File: config.mk
export PLATFORM = sky130hd
export DESIGN_NAME = flex_down_timer
export DESIGN_NICKNAME = d
export VERILOG_FILES = /design/src/rtl/flex_timer_pkg.sv /design/src/rtl/flex_prescaler.sv /design/src/rtl/flex_down_timer.sv
export SDC_FILE = /design/constraint.sdc
export NUM_CORES = 1
export LEC_CHECK = 0
export ABC_AREA = 1
export BUFFER_PORTS_ARGS = -buffer_cell sky130_fd_sc_hd__buf_2
export CAP_MARGIN = 20
export CORE_AREA = 3 3 40 42
export DETAILED_ROUTE_END_ITERATION = 10
export DIE_AREA = 0 0 43 45
export GPL_ROUTABILITY_DRIVEN = 0
export PLACE_DENSITY_LB_ADDON = 0.08
export SYNTH_ARGS = -nofsm -noshare
export SYNTH_HDL_FRONTEND = slang
export SYNTH_SLANG_ARGS = --single-unit
File: constraint.sdc
create_clock -name clk -period 3.3 [get_ports clk]
set_clock_uncertainty 0.2 [all_clocks]
set_input_delay 0.165 -clock clk [delete_from_list [all_inputs] [get_ports clk]]
set_output_delay 0.165 -clock clk [all_outputs]
set_load 0.01 [all_outputs]
File: src/rtl/flex_timer_pkg.sv
// Shared types and defaults for the flex_down_timer block and its prescaler.
package flex_timer_pkg;

  typedef enum logic {
    IDLE = 1'b0,
    RUN  = 1'b1
  } timer_state_t;

  localparam int unsigned NUM_BITS_DEF      = 4;
  localparam int unsigned PRESCALE_BITS_DEF = 4;

endpackage

File: src/rtl/flex_prescaler.sv
// Tick generator: one tick per (prescale_val + 1) enabled cycles.
// Used by flex_down_timer only when FLEX_TIMER_PRESCALE_EN is defined.
module flex_prescaler
  import flex_timer_pkg::*;
#(
  parameter int unsigned PRESCALE_BITS = PRESCALE_BITS_DEF
) (
  input  logic                     clk,
  input  logic                     rst,
  input  logic                     i_zero,
  input  logic                     i_en,
  input  logic [PRESCALE_BITS-1:0] i_prescale_val,
  output logic                     o_tick_c
);

  logic [PRESCALE_BITS-1:0] r_cnt;

  assign o_tick_c = i_en && (r_cnt == i_prescale_val);

  always_ff @(posedge clk) begin
    if (rst || i_zero || o_tick_c) begin
      r_cnt <= '0;
    end else if (i_en) begin
      r_cnt <= r_cnt + PRESCALE_BITS'(1);
    end
  end

endmodule

File: src/rtl/flex_down_timer.sv
// Loadable down-counting timer with one-shot or periodic auto-reload.
// Optional decrement prescaler enabled by defining FLEX_TIMER_PRESCALE_EN.
module flex_down_timer
  import flex_timer_pkg::*;
#(
  parameter int unsigned NUM_BITS = NUM_BITS_DEF
`ifdef FLEX_TIMER_PRESCALE_EN
  ,
  parameter int unsigned PRESCALE_BITS = PRESCALE_BITS_DEF
`endif
) (
  input  logic                     clk,
  input  logic                     rst,
  input  logic                     clear,
  input  logic                     load,
  input  logic [NUM_BITS-1:0]      load_val,
  input  logic                     count_enable,
  input  logic                     periodic,
`ifdef FLEX_TIMER_PRESCALE_EN
  input  logic [PRESCALE_BITS-1:0] prescale_val,
`endif
  output logic [NUM_BITS-1:0]      count_out,
  output logic                     expire,
  output logic                     busy
);

  timer_state_t        r_state;
  timer_state_t        w_state_nxt;
  logic [NUM_BITS-1:0] r_count;
  logic [NUM_BITS-1:0] w_count_nxt;
  logic [NUM_BITS-1:0] r_reload;
  logic [NUM_BITS-1:0] w_reload_nxt;
  logic                r_expire;
  logic                w_expire_nxt;
  logic                r_busy;
  logic                w_tick;
  logic                w_at_one;

  assign w_at_one = (r_count == NUM_BITS'(1));

`ifdef FLEX_TIMER_PRESCALE_EN
  logic w_expiring;

  // Expiry restarts the prescale phase so every period has the same length
  assign w_expiring = (r_state == RUN) && w_tick && w_at_one;

  flex_prescaler #(
    .PRESCALE_BITS (PRESCALE_BITS)
  ) u_prescaler (
    .clk            (clk),
    .rst            (rst),
    .i_zero         (clear || load || w_expiring),
    .i_en           (count_enable && (r_state == RUN)),
    .i_prescale_val (prescale_val),
    .o_tick_c       (w_tick)
  );
`else
  assign w_tick = count_enable;
`endif

  // Next-state: clear > load > decrement
  always_comb begin
    w_state_nxt  = r_state;
    w_count_nxt  = r_count;
    w_reload_nxt = r_reload;
    w_expire_nxt = 1'b0;
    if (clear) begin
      w_count_nxt = '0;
      w_state_nxt = IDLE;
    end else if (load) begin
      w_reload_nxt = load_val;
      w_count_nxt  = load_val;
      w_state_nxt  = (load_val != '0) ? RUN : IDLE;
    end else if ((r_state == RUN) && w_tick) begin
      if (w_at_one) begin
        w_expire_nxt = 1'b1;
        if (periodic) begin
          w_count_nxt = r_reload;
        end else begin
          w_count_nxt = '0;
          w_state_nxt = IDLE;
        end
      end else begin
        w_count_nxt = r_count - NUM_BITS'(1);
      end
    end
  end

  always_ff @(posedge clk) begin
    if (rst) begin
      r_state  <= IDLE;
      r_count  <= '0;
      r_reload <= '0;
      r_expire <= 1'b0;
      r_busy   <= 1'b0;
    end else begin
      r_state  <= w_state_nxt;
      r_count  <= w_count_nxt;
      r_reload <= w_reload_nxt;
      r_expire <= w_expire_nxt;
      r_busy   <= (w_state_nxt == RUN);
    end
  end

  assign count_out = r_count;
  assign expire    = r_expire;
  assign busy      = r_busy;

endmodule

==> impl_results.md <==
- FF+latch area: roughly 200 um2
- Tightest slew margin relative to the limit: 84.3%
- GRT Overall Usage: between 10 and 15%
- Mean post-synth cell area: slightly below 7 um2
- Post-Route WL: between 1000 and 1500 um
- Initial antenna violation count: 0
- Sw frac: around 28%
- Most frequent cells after synthesis: nand2_1 (22), dfxtp_1 (10), inv_1 (9)
- Final period utilization: between 40% and 50%
- Synthesized flop and latch total: 10
- Max-slew violations: 0
- Clock share of power: between 30% and 40%
- # resized after CTS: 0
- Achievable Freq: 724 MHz
- Initial DRC count: 8
- Post-synth top area share: a little over a third
- Number of flops mapped to enable cells by yosys: 0
- # H-tree levels: 1
- Via density: approximately 4.6
- P_int: 190 uW
- RSZ-0062 raised after global routing: false
- Period minus WS final: 1380 ps
- Critical path peak fanout: 6
- Count leader, synth: nand2_1
- Std cell rows: 13
- Vias in the first global route: 500
- Share of layout cells above drive strength 1: 25.7%
- Largest net degree at the start of global routing: 8
- Worst-skew pair later-pin latency: ~260 ps
- Ys Warns: 0
- Synthesized netlist net count: 95
- Slowest CP cell: dfxtp_1
- Synth area leader: dfxtp_1
- Fill cell count: roughly 130
- Hold crit path type: in2reg
- Critical path arrival: between 1000 and 1500 ps
- First-pass GRT wire length: approximately 2100 um
- Area of the mapped netlist: ~570 um2
- Crit start category: flip-flop
- # hold bufs at CTS: 4
- Maximum root-to-sink buffer count: 2
- Input/output buffers: 15
- Starting Density: 44.7%
- Ant diodes: 0
- First-pass detailed-route iteration total: 5
- Dominant cells by area after synthesis: dfxtp_1 (35%), nand2_1 (14%), inv_1 (5.9%), a21oi_1 (5.2%), nor2_1 (5.2%)
- Fin. Hold Viols: 0
- Crit end category: flip-flop
- Outcome: finished clean
- Worst Tran Pin Value: ~240 ps
- CP Class: reg2reg
- Die Wd: roughly 43 um
- Net switching power figure: 73.0 uW
- Post-DRT Antenna Nets: 0
- Worst EP required: 3250 ps
- Core ar.: between 0.001 and 0.0015 mm2
- Die ar.: about 0.0019 mm2
- Logic pwr share: a little under a fifth
- CTS tree: built
- Final #Nets: between 100 and 150
- Gr ovfl total: 0
- Cts bufs inserted: 3
- I/O pins: 16
- Pwr Density: 359 mW/mm2
- Design area: ~730 um2
- Worst VDD drop: roughly 0.24 mV
- Dpl hpwl: 955 um
- Worst path cell trace: inv_1, ha_1, nand2_2, o21ai_0, a21oi_1
- Clock root cell: clkbuf_4
- Ys async rst share: 0%
- Setup TNS: 0 ps
- Setup Buffers After CTS: 0
- Peak per-stage delay on the critical path: around 320 ps
- Cells after Synth: 83
- Vert. Die Dim: 45 um
- Area of the multi-input gates: roughly 330 um2
- LEAKAGE: between 0.3 and 0.4 nW
- Sequential fraction of the synthesis area: a little over a third
- Reg power frac: approximately half
- Count of cell types in the netlist: 20
- Layout area overhead: 27.2%
- Vias after detailed routing: roughly 560
- Setup violations, final: 0
- Area after DPL: roughly 670 um2
- Clk slew on worst S/H paths: about 70 ps
- CTS Sinks: 10
- Routed length per instance: slightly above 10 um
- DRC violations left: 0
- Max Cap Viol: 0
- Most used flip-flop cell after synthesis: dfxtp_1
[sequential cells by signal (all words and copies together) (netlist names)]
signal     cells
busy           1
count_out      4
expire         1
r_reload       4
[path summary, 6_finish.rpt]
check / start / end / slack [ps] / cells past startpoint
hold reg to reg: r_reload[1]$_SDFFE_PP0P_ / r_reload[1]$_SDFFE_PP0P_ / 300 / 2
setup reg to reg: count_out[1]$_SDFFE_PP0P_ / busy$_SDFFE_PP0P_ / 1920 / 5
setup / recovery: count_out[1]$_SDFFE_PP0P_ / busy$_SDFFE_PP0P_ / 1920 / 5
hold / removal: load_val[2] / r_reload[2]$_SDFFE_PP0P_ / 20 / 3
[critical path, delay by kind of cell, from the launching register on]
| family | cells | cell delay (ps) |
|---|---|---|
| AOI/OAI and AO/OA | 2 | 270 |
| adders and majority gates | 1 | 250 |
| buffers and inverters | 1 | 100 |
| DFF | 1 | 320 |
| and+or+nand+nor | 1 | 130 |
[power by group through the flow]
stage                     Clock, mW  Combinational, mW  Sequential (mW)
after floorplan                   0             0.0285            0.134
after global placement            0             0.0460            0.133
after detailed placement          0             0.0459            0.134
after CTS                    0.0870             0.0497            0.131
after global routing         0.0923             0.0564            0.132
final                        0.0822             0.0494            0.131
[routing by layer]
layer	vias to the layer above	track usage (%)	routed length (um)
li1	317	-	-
met1	222	18.4	600
met2	15	23.7	538
met3	2	3.59	57
met4	0	7.23	14
met5	-	0	0
[cell families (layout without fill, tap and decap cells)]
| logic type | after synthesis | in the layout | share of synthesized area, % |
|---|---|---|---|
| AO/OA/AOI/OAI | 16 | 16 | 15.5 |
| XOR/XNOR | 1 | 1 | 1.53 |
| adder cells (fa/ha/maj) | 2 | 2 | 4.36 |
| buffers and inverters | 12 | 34 | 8.28 |
| flip-flops | 10 | 10 | 34.9 |
| AND/OR/NAND/NOR | 42 | 42 | 35.5 |
[cell usage in the layout (no fill, tap or decap), types with 2 or more instances in the layout]
cell type,synthesis,layout
nand2_1,22,22
dfxtp_1,10,10
ha_1,2,2
nor2_1,8,8
buf_2,0,15
dlygate4sd3_1,0,4
inv_2,2,2
o21ai_1,3,3
o21ai_0,5,5
nand2_2,2,2
nand4_1,2,2
nand3_1,4,4
a21oi_1,6,6
clkbuf_4,0,3
inv_1,9,9
[area by class of cell]
type	instances	share of cell area [%]
Timing Repair Buffer	19	15.8
Tap cell	15	2.57
Multi-Input combinational cell	61	44.7
Inverter	12	6.51
Clock buffer	3	3.08
Sequential cell	10	27.4
[metrics by stage]
step	hold slack, ps	util, %	setup WS [ps]	std cells	total power [mW]
finish	16.0	56.9	1920	120	0.263
global route	38.3	56.9	1840	120	0.281
CTS	6.47	56.9	1920	120	0.267
detailed placement	166	52.0	1940	113	0.180
global placement	160	52.0	1920	113	0.179
floorplan	38.0	-	2000	83	0.162
No activity file was read; power rests on OpenSTA's default activity.
